`config.mk`:
```
export PLATFORM = sky130hd
export DESIGN_NAME = dq_pi_ctrl_flat
export DESIGN_NICKNAME = d
export VERILOG_FILES = /design/src/rtl/dq_pi_ctrl_if.sv /design/src/rtl/dq_pi_ctrl.sv /design/src/flat_wrapper.sv
export SDC_FILE = /design/constraint.sdc
export NUM_CORES = 1
export LEC_CHECK = 0
export ABC_AREA = 1
export CAP_MARGIN = 0
export CORE_MARGIN = 5
export CORE_UTILIZATION = 35
export CTS_BUF_LIST = sky130_fd_sc_hd__clkbuf_8
export DETAILED_ROUTE_END_ITERATION = 7
export PLACE_DENSITY = 0.53
export SYNTH_ARGS = -nofsm -noshare
export SYNTH_HDL_FRONTEND = slang
export SYNTH_SLANG_ARGS = --single-unit
```
`constraint.sdc`:
```
create_clock -name clk -period 19.9 [get_ports clk]
set_clock_uncertainty 0.15 [all_clocks]
set_input_delay 3.98 -clock clk [delete_from_list [all_inputs] [get_ports clk]]
set_output_delay 3.98 -clock clk [all_outputs]
set_load 0.03 [all_outputs]
```
`src/rtl/dq_pi_ctrl_if.sv`:
```
// Handshake and data bundle between the Park stage, the dq PI controller and the inverse-Park stage.
// The master side drives currents, setpoints, gains and strobes; the slave side returns the voltage commands.
interface dq_pi_ctrl_if #(
    parameter int D_WIDTH = 18
);
    logic signed [D_WIDTH-1:0] d_meas;
    logic signed [D_WIDTH-1:0] q_meas;
    logic signed [D_WIDTH-1:0] d_ref;
    logic signed [D_WIDTH-1:0] q_ref;
    logic signed [D_WIDTH-1:0] kp;
    logic signed [D_WIDTH-1:0] ki;
    logic                      start;
    logic                      clear_int;
    logic signed [D_WIDTH-1:0] vd;
    logic signed [D_WIDTH-1:0] vq;
    logic                      busy;
    logic                      done;

    modport master (
        output d_meas, q_meas, d_ref, q_ref, kp, ki, start, clear_int,
        input  vd, vq, busy, done
    );

    modport slave (
        input  d_meas, q_meas, d_ref, q_ref, kp, ki, start, clear_int,
        output vd, vq, busy, done
    );
endinterface

```
`src/rtl/dq_pi_ctrl.sv`:
```
// Dual-axis PI current controller: one shared signed multiplier sequenced through ERR, D_P, D_I, Q_P, Q_I, OUT.
// Define DQ_PI_COND_INT_EN to enable conditional-integration anti-windup.
module dq_pi_ctrl #(
    parameter int D_WIDTH = 18,
    parameter int Q_BITS  = 15,
    parameter int OUT_LIM = 32767,
    parameter int INT_LIM = 32767
) (
    input logic         clk,
    input logic         rstb,
    dq_pi_ctrl_if.slave bus
);
    localparam int PW = 2 * D_WIDTH;

    localparam logic [2:0] S_IDLE = 3'd0;
    localparam logic [2:0] S_ERR  = 3'd1;
    localparam logic [2:0] S_DP   = 3'd2;
    localparam logic [2:0] S_DI   = 3'd3;
    localparam logic [2:0] S_QP   = 3'd4;
    localparam logic [2:0] S_QI   = 3'd5;
    localparam logic [2:0] S_OUT  = 3'd6;

    localparam logic signed [D_WIDTH:0] E_MAX = {2'b00, {(D_WIDTH-1){1'b1}}};
    localparam logic signed [D_WIDTH:0] E_MIN = {2'b11, {(D_WIDTH-1){1'b0}}};
    localparam logic signed [PW-1:0]    OUT_POS = PW'(OUT_LIM);
    localparam logic signed [PW-1:0]    OUT_NEG = -OUT_POS;
    localparam logic signed [PW-1:0]    INT_POS = PW'(INT_LIM);

    function automatic logic signed [PW-1:0] sx(input logic signed [D_WIDTH-1:0] x);
        return {{(PW-D_WIDTH){x[D_WIDTH-1]}}, x};
    endfunction

    // Error is formed one bit wider so that ref - meas can never wrap before saturation.
    function automatic logic signed [D_WIDTH-1:0] sat_err(input logic signed [D_WIDTH-1:0] r,
                                                          input logic signed [D_WIDTH-1:0] m);
        logic signed [D_WIDTH:0] diff;
        diff = {r[D_WIDTH-1], r} - {m[D_WIDTH-1], m};
        if (diff > E_MAX)
            diff = E_MAX;
        else if (diff < E_MIN)
            diff = E_MIN;
        return D_WIDTH'(diff);
    endfunction

    function automatic logic signed [D_WIDTH-1:0] clamp(input logic signed [PW-1:0] x,
                                                        input logic signed [PW-1:0] lim);
        logic signed [PW-1:0] y;
        if (x > lim)
            y = lim;
        else if (x < -lim)
            y = -lim;
        else
            y = x;
        return D_WIDTH'(y);
    endfunction

    logic [2:0]                state;
    logic                      done_r;
    logic signed [D_WIDTH-1:0] vd_r, vq_r;
    logic signed [D_WIDTH-1:0] int_d, int_q;

    logic signed [D_WIDTH-1:0] d_meas_r, q_meas_r, d_ref_r, q_ref_r, kp_r, ki_r;
    logic signed [D_WIDTH-1:0] e_d, e_q;
    logic signed [PW-1:0]      p_d, p_q;

    logic signed [D_WIDTH-1:0] mul_a, mul_b;
    logic signed [PW-1:0]      product, scaled;
    logic signed [D_WIDTH-1:0] int_old, int_new, int_next;
    logic signed [PW-1:0]      int_sum;
    logic                      hold;

    // The single multiplier sees kp or ki against the error of the axis being processed.
    always_comb begin
        mul_a = kp_r;
        mul_b = e_d;
        case (state)
            S_DP:    begin mul_a = kp_r; mul_b = e_d; end
            S_DI:    begin mul_a = ki_r; mul_b = e_d; end
            S_QP:    begin mul_a = kp_r; mul_b = e_q; end
            S_QI:    begin mul_a = ki_r; mul_b = e_q; end
            default: begin mul_a = kp_r; mul_b = e_d; end
        endcase
    end

    assign product = sx(mul_a) * sx(mul_b);
    assign scaled  = product >>> Q_BITS;

    assign int_old = (state == S_QI) ? int_q : int_d;
    assign int_sum = sx(int_old) + scaled;
    assign int_new = clamp(int_sum, INT_POS);

`ifdef DQ_PI_COND_INT_EN
    logic signed [PW-1:0]      p_cur, u_raw;
    logic signed [D_WIDTH-1:0] e_cur;

    assign p_cur = (state == S_QI) ? p_q : p_d;
    assign e_cur = (state == S_QI) ? e_q : e_d;
    assign u_raw = p_cur + sx(int_old);
    // Stop integrating only when the output is saturated and the error would push it further out.
    assign hold  = ((u_raw > OUT_POS) && !e_cur[D_WIDTH-1] && (e_cur != '0)) ||
                   ((u_raw < OUT_NEG) &&  e_cur[D_WIDTH-1]);
`else
    assign hold  = 1'b0;
`endif

    assign int_next = hold ? int_old : int_new;

    // NOTE: sequential state uses non-blocking assignments so every register samples pre-edge values.
    always_ff @(posedge clk) begin
        if (rstb) begin
            state  <= S_IDLE;
            done_r <= 1'b0;
            vd_r   <= '0;
            vq_r   <= '0;
            int_d  <= '0;
            int_q  <= '0;
        end else begin
            done_r <= 1'b0;
            case (state)
                S_IDLE: begin
                    if (bus.clear_int) begin
                        int_d <= '0;
                        int_q <= '0;
                    end
                    if (bus.start)
                        state <= S_ERR;
                end
                S_ERR: state <= S_DP;
                S_DP:  state <= S_DI;
                S_DI: begin
                    int_d <= int_next;
                    state <= S_QP;
                end
                S_QP:  state <= S_QI;
                S_QI: begin
                    int_q <= int_next;
                    state <= S_OUT;
                end
                S_OUT: begin
                    vd_r   <= clamp(p_d + sx(int_d), OUT_POS);
                    vq_r   <= clamp(p_q + sx(int_q), OUT_POS);
                    done_r <= 1'b1;
                    state  <= S_IDLE;
                end
                default: state <= S_IDLE;
            endcase
        end
    end

    // NOTE: pure datapath registers carry no reset; they are always written before being consumed.
    always_ff @(posedge clk) begin
        case (state)
            S_IDLE: begin
                if (bus.start) begin
                    d_meas_r <= bus.d_meas;
                    q_meas_r <= bus.q_meas;
                    d_ref_r  <= bus.d_ref;
                    q_ref_r  <= bus.q_ref;
                    kp_r     <= bus.kp;
                    ki_r     <= bus.ki;
                end
            end
            S_ERR: begin
                e_d <= sat_err(d_ref_r, d_meas_r);
                e_q <= sat_err(q_ref_r, q_meas_r);
            end
            S_DP: p_d <= scaled;
            S_QP: p_q <= scaled;
            default: ;
        endcase
    end

    assign bus.vd   = vd_r;
    assign bus.vq   = vq_r;
    assign bus.done = done_r;
    assign bus.busy = (state != S_IDLE);
endmodule

```
`src/flat_wrapper.sv`:
```
// flat-port wrapper written by rule: the top's interface ports become plain ports
module dq_pi_ctrl_flat 
#(
    parameter int D_WIDTH = 18,
    parameter int Q_BITS  = 15,
    parameter int OUT_LIM = 32767,
    parameter int INT_LIM = 32767
)
  (clk, rstb, bus_d_meas, bus_q_meas, bus_d_ref, bus_q_ref, bus_kp, bus_ki, bus_start, bus_clear_int, bus_vd, bus_vq, bus_busy, bus_done);
  dq_pi_ctrl_if #(.D_WIDTH(D_WIDTH)) bus_i ();
  input logic clk;
  input logic rstb;
  input wire logic [$bits(bus_i.d_meas)-1:0] bus_d_meas;
  input wire logic [$bits(bus_i.q_meas)-1:0] bus_q_meas;
  input wire logic [$bits(bus_i.d_ref)-1:0] bus_d_ref;
  input wire logic [$bits(bus_i.q_ref)-1:0] bus_q_ref;
  input wire logic [$bits(bus_i.kp)-1:0] bus_kp;
  input wire logic [$bits(bus_i.ki)-1:0] bus_ki;
  input wire logic [$bits(bus_i.start)-1:0] bus_start;
  input wire logic [$bits(bus_i.clear_int)-1:0] bus_clear_int;
  output wire logic [$bits(bus_i.vd)-1:0] bus_vd;
  output wire logic [$bits(bus_i.vq)-1:0] bus_vq;
  output wire logic [$bits(bus_i.busy)-1:0] bus_busy;
  output wire logic [$bits(bus_i.done)-1:0] bus_done;
  assign bus_i.d_meas = bus_d_meas;
  assign bus_i.q_meas = bus_q_meas;
  assign bus_i.d_ref = bus_d_ref;
  assign bus_i.q_ref = bus_q_ref;
  assign bus_i.kp = bus_kp;
  assign bus_i.ki = bus_ki;
  assign bus_i.start = bus_start;
  assign bus_i.clear_int = bus_clear_int;
  assign bus_vd = bus_i.vd;
  assign bus_vq = bus_i.vq;
  assign bus_busy = bus_i.busy;
  assign bus_done = bus_i.done;
  dq_pi_ctrl #(.D_WIDTH(D_WIDTH), .Q_BITS(Q_BITS), .OUT_LIM(OUT_LIM), .INT_LIM(INT_LIM)) u_core (.clk(clk), .rstb(rstb), .bus(bus_i));
endmodule
```
==> impl_metrics.env, run 1 <==
export IMPL_place_congestion=0.889
export IMPL_arrival_ns=11.85
export IMPL_die_area_um2=82000
export IMPL_fin_nets=3949
export IMPL_status="complete, no violations"
export IMPL_cts_clk_slew_worst_paths_ns=0.06
export IMPL_period_minus_slack_ns=11.51
export IMPL_path_class="reg2reg"
export IMPL_syn2layout_area_growth_pct=13.4
export IMPL_ios=150
export IMPL_grt_pass1_vias=21400
export IMPL_rows=101
export IMPL_slowest_stage="o21ai_1"
export IMPL_path_max_fanout=21
export IMPL_clock_sinks=262
export IMPL_ctsLongestPathBuffers=3
export IMPL_core_region_area_um2=75800
export IMPL_ant_nets=0
export IMPL_slew_violations=0
export IMPL_pre_cts_slack_ns=8.29
export IMPL_yosys_warnings=0
export IMPL_avgSynthCellArea_um2=8.47
export IMPL_yosysUniqueCellTypes=54
export IMPL_cts_hold_buffers=0
export IMPL_seq_area_frac_synth=0.266
export IMPL_insertion_delay_ns=0.64
export IMPL_hold_violations=0
export IMPL_grt_usage=0.179
export IMPL_die_w_um=286
export IMPL_ctsResizeCount=0
export IMPL_ys_ff_latch=262
export IMPL_cts_root_buffer="clkbuf_8"
export IMPL_wl_mm=72.1
export IMPL_synth_edf_count=186
export IMPL_crit_path_end_kind="register"
export IMPL_fp_dieH_um=286
export IMPL_io_buffers=149
export IMPL_remaining_drc_errors=0
export IMPL_htreeDepth=2
export IMPL_critPathBufInv=6
export IMPL_via_count=20700
export IMPL_grt_pass1_wl_mm=116
export IMPL_relSlewSlack=0.226
export IMPL_crit_family="adder cells"
export IMPL_synth_async_reset_ratio=0
export IMPL_min_path_type="reg2reg"
export IMPL_tns_ns=0
export IMPL_dr_pass1_iters=5
export IMPL_fin_ws_ns=8.39
export IMPL_synth_top_area_cell="fa_1"
export IMPL_gr_total_overflow=0
export IMPL_required_ns=20.23
export IMPL_cp_common_cell="nand2_1"
export IMPL_hpwl_mm=58.8
export IMPL_max_cap_violations=0
export IMPL_layout_drive_gt1_share=0.0588
export IMPL_grt_max_degree=71
export IMPL_cts_setup_buffers=0
export IMPL_netlist_area_um2=26700
export IMPL_worst_pin_slew_ns=1.15
export IMPL_drt_initial_drc_count=1119
export IMPL_slowest_delay_ns=0.97
export IMPL_initial_core_util=0.352
export IMPL_synth_flop_cell="edfxtp_1"
export IMPL_synth_cells=3155
export IMPL_syn_nets=3787
export IMPL_cts_buffers=49
export IMPL_setup_viol=0
export IMPL_viasPerCell=4.78
export IMPL_fmax_ghz=0.0869
export IMPL_netlist_area_leader_share=0.249
export IMPL_tritoncts="done"
export IMPL_final_period_utilization=0.579
export IMPL_grt_setup_unrepaired="no"
export IMPL_synth_area_leaders="fa_1 25%, edfxtp_1 21%, nand2_1 9.7%"
export IMPL_antenna_found_initial=3
export IMPL_routedWlPerCell_um=16.6
export IMPL_cp_start_kind="register"
[area by class of cell]
cell class              count  area (um2)
well taps                 978        1220
inverters                 659        2470
multi-input cells        2167       16900
flip-flops and latches    262        7110
clock buffers              51         702
repair buffers            178        1700
fillers                  7833       45500
diodes                      3        7.51
clock inverters            36         229
[registers in the layout, indices dropped and copies added (netlist names), 3 cells and up]
name	cells
u_core.bus.vd	18
u_core.bus.vq	18
u_core.d_meas_r	18
u_core.d_ref_r	18
u_core.e_d	18
u_core.e_q	18
u_core.int_d	18
u_core.int_q	18
u_core.ki_r	18
u_core.kp_r	18
u_core.p_d	21
u_core.p_q	21
u_core.q_meas_r	18
u_core.q_ref_r	18
u_core.state	3
[worst paths after layout]
kind | startpoint | to | slack [ns] | cells after the start
worst min register to register | u_core.bus.vd[15] | u_core.bus.vd[15] | 0.31 | 2
worst min-delay path | u_core.bus.vd[15] | u_core.bus.vd[15] | 0.31 | 2
worst max-delay path | u_core.state[2] | u_core.int_d[0] | 8.39 | 42
worst max register to register | u_core.state[2] | u_core.int_d[0] | 8.39 | 42
[synthesized netlist by cell type (4+ instances only)]
library cell,instances
nand2_1,691
inv_1,642
fa_1,333
nor2_1,265
ha_1,187
edfxtp_1,186
a21oi_1,175
nand3_1,102
o21ai_0,78
dfxtp_1,76
xor2_1,63
clkbuf_1,49
nand2_2,33
nor3_1,26
o21ai_1,26
or2_2,25
xnor2_1,24
nand3b_1,14
nand4_1,13
a21oi_2,12
a31oi_1,12
buf_2,12
clkinv_1,12
nand3_2,11
nor4_1,10
a21o_1,9
o21bai_1,9
a21boi_0,6
o211ai_1,6
inv_2,5
a21boi_1,4
nand2_4,4
o31ai_1,4
[worst register-to-register path: cells and delay by family (launching register included)]
family | cells | cell delay, ns
XOR/XNOR | 2 | 0.64
AND/OR/NAND/NOR | 23 | 3.32
AO/OA/AOI/OAI | 3 | 1.59
flip-flops | 1 | 0.61
adder cells (fa/ha/maj) | 8 | 3.63
buffers and inverters | 6 | 1.48
[metal layers]
layer / part of all wire / global-route usage / wire [um]
met5: 0.00028 / 0 / 20
met4: 0.027 / 0.0480 / 1940
met3: 0.065 / 0.0373 / 4690
met2: 0.47 / 0.304 / 34100
met1: 0.44 / 0.234 / 31400
[layout by cell type (no fill, tap or decap), drive strengths merged, types with 2 or more instances in the layout]
cell type      netlist  layout
a211oi               3       3
a21boi              10      10
a21o                 9       9
a21oi              187     187
a221oi               2       2
a31oi               12      12
and2                 3       3
buf                 18      30
bufinv               0       2
clkbuf              49      51
clkdlybuf4s50        0     148
clkinv              12      29
clkinvlp             0       3
dfxtp               76      76
diode                0       3
edfxtp             186     186
fa                 333     333
ha                 187     187
inv                647     661
nand2              728     728
nand3              113     113
nand3b              14      14
nand4               13      13
nor2               268     268
nor3                27      27
nor4                10      10
o211ai               6       6
o21a                 3       3
o21ai              104     104
o21bai              10      10
o31ai                4       4
or2                 26      26
xnor2               24      24
xor2                63      63
[cell families (layout without fill, tap and decap cells)]
family	Yosys count	after routing	share of synthesized area
AND/OR/NAND/NOR	1204	1204	0.190
buffers and inverters	726	924	0.104
adder cells (fa/ha/maj)	520	520	0.337
AO/OA/AOI/OAI	356	356	0.0747
flip-flops	262	262	0.266
XOR/XNOR	87	87	0.0285
other	0	3	0
[through the flow]
stage          instances  instance area (um2)  utilization  hold WS (ns)
6_report            4334                30300        0.400         0.313
4_1_cts             4331                30300        0.400         0.315
2_1_floorplan       3155                26700            -         0.312
3_5_place_dp        4244                29400        0.387         0.305
3_3_place_gp        4244                29400        0.387         0.303
5_1_grt             4333                30300        0.400         0.342
Power of run 1 is not shown: default switching activity piles up to over one toggle a cycle in this logic, so the estimate is an artifact.
==> inputs of run 2 (changes only) <==
==> constraint.sdc (replaced) <==
create_clock -name clk -period 12 [get_ports clk]
set_clock_uncertainty 0.15 [all_clocks]
set_input_delay 2.4 -clock clk [delete_from_list [all_inputs] [get_ports clk]]
set_output_delay 2.4 -clock clk [all_outputs]
set_load 0.03 [all_outputs]
==> run 2 against run 1 <==
Effect of this change:
- final area up 0.74%
- critical path type unchanged
- final cell count up 0.62%
- register-to-register slack worse by 7.3 ns
- worst setup slack worse by 7.3 ns
- highest routed layer unchanged
==> impl_metrics.env, run 2 (synthesis gave the netlist of run 1 again) <==
export IMPL_status="complete, no violations"
export IMPL_place_congestion=0.899
export IMPL_ios=150
export IMPL_min_path_type="reg2reg"
export IMPL_fin_cells=4361
export IMPL_path_max_fanout=21
export IMPL_die_w_um=286
export IMPL_initial_core_util=0.352
export IMPL_slowest_delay_ns=0.63
export IMPL_dr_pass1_iters=5
export IMPL_largestRegisters="u_core.p_d: 21 flops, u_core.p_q: 21 flops"
export IMPL_crit_path_end_kind="register"
export IMPL_final_cell_mix="691 x nand2_1, 654 x inv_1, 333 x fa_1, 261 x nor2_1, 187 x ha_1"
export IMPL_grt_max_degree=71
export IMPL_layout_drive_gt1_share=0.0645
export IMPL_cp_common_cell="nand2_1"
export IMPL_min_path_cells=2
export IMPL_slowest_stage="o21ai_2"
export IMPL_cts_root_buffer="clkbuf_8"
export IMPL_worstHoldEndpoint="u_core.bus.vd[15]"
export IMPL_dpl_cell_area_um2=29500
export IMPL_syn2layout_area_growth_pct=14.2
export IMPL_max_cap_violations=0
export IMPL_period_minus_slack_ns=10.92
export IMPL_via_count=20800
export IMPL_fp_dieH_um=286
export IMPL_reg2reg_slack_ns=1.08
export IMPL_fin_nets=3969
export IMPL_gr_total_overflow=0
export IMPL_ant_nets=0
export IMPL_final_period_utilization=0.910
export IMPL_ctsLongestPathBuffers=3
export IMPL_tritoncts="done"
export IMPL_core_region_area_um2=75800
export IMPL_grt_setup_unrepaired="no"
export IMPL_required_ns=12.34
export IMPL_fmax_ghz=0.0915
export IMPL_cts_clk_slew_worst_paths_ns=0.07
export IMPL_slew_violations=0
export IMPL_viasPerCell=4.77
export IMPL_worst_pin_slew_ns=1.21
export IMPL_path_class="reg2reg"
export IMPL_setup_viol=0
export IMPL_drt_initial_drc_count=1308
export IMPL_rows=101
export IMPL_cts_hold_buffers=0
export IMPL_fin_ws_ns=1.08
export IMPL_hold_violations=0
export IMPL_grt_usage=0.180
export IMPL_cp_start_kind="register"
export IMPL_routedWlPerCell_um=16.6
export IMPL_arrival_ns=11.27
export IMPL_cts_buffers=50
export IMPL_remaining_drc_errors=0
export IMPL_grt_pass1_vias=21800
export IMPL_dp_cells=4263
export IMPL_die_area_um2=82000
export IMPL_final_common_cell="nand2_1"
export IMPL_hpwl_mm=59.2
export IMPL_reg2reg_depth=43
export IMPL_pre_cts_slack_ns=0.592
export IMPL_min_from="u_core.bus.vd[15]"
export IMPL_grt_pass1_wl_mm=117
export IMPL_startpoint="u_core.state[2]"
export IMPL_wl_mm=72.5
export IMPL_relSlewSlack=0.191
export IMPL_regToRegEndpoint="u_core.int_d[13]"
export IMPL_finish_instance_area_um2=30500
export IMPL_htreeDepth=2
export IMPL_clock_sinks=262
export IMPL_io_buffers=149
export IMPL_antenna_found_initial=3
export IMPL_r2r_start="u_core.state[2]"
export IMPL_tns_ns=0
export IMPL_insertion_delay_ns=0.63
## run 2: changes by cell type in the layout (fill, tap and decap cells not counted), moves of 2 or more
cell	before	now
buf_4	29	48
clkinv_1	21	27
clkbuf_8	51	54
clkinvlp_4	3	0
clkinv_2	6	4
diode_2	3	5
inv_8	0	2
## run 2: stage by stage
step | hold slack [ns] | utilization
floorplan | 0.312 | -
global placement | 0.303 | 0.389
detailed placement | 0.304 | 0.389
CTS | 0.313 | 0.402
global route | 0.347 | 0.403
finish | 0.313 | 0.403
## run 2: what timing repair did
action | in CTS | in global routing
setup endpoints to repair | 0 | 36
buffers inserted | 0 | 0
gates resized for setup | 0 | 1
## run 2: worst max-delay path: cells and delay by family (launching register included)
family                   cells  cell delay, ns
adder cells (fa/ha/maj)      8            3.65
AO/OA/AOI/OAI                3            1.05
AND/OR/NAND/NOR             23            3.07
buffers and inverters        7            1.56
flip-flops                   1            0.60
XOR/XNOR                     2            0.70
## run 2: final cells by class
type                            instances  area [um2]
Timing Repair Buffer                  197        1850
Antenna cell                            5        12.5
Inverter                              659        2470
Multi-Input combinational cell       2167       16900
Clock inverter                         39         260
Clock buffer                           54         743
Tap cell                              978        1220
Sequential cell                       262        7110
Fill cell                            7883       45300
## run 2: how the worst max path moves through the flow
| stage | slack [ns] | endpoint |
|---|---|---|
| 3_3_place_gp | 0.79 | u_core.int_d[10] |
| 3_5_place_dp | 0.59 | u_core.int_d[10] |
| 6_report | 1.08 | u_core.int_d[13] |
| 2_1_floorplan | 3.16 | u_core.int_d[0] |
| 5_1_grt | 0.13 | u_core.int_q[13] |
| 4_1_cts | 0.57 | u_core.int_d[10] |
## run 2: per-layer routing
layer | vias to the layer above | share of wire | global-route usage
li1 | 10200 | - | -
met1 | 10000 | 0.44 | 0.236
met5 | - | 0.000097 | 0
met4 | 2 | 0.025 | 0.0469
met2 | 516 | 0.47 | 0.304
met3 | 105 | 0.066 | 0.0370
Power of run 2 is left out for the same reason.
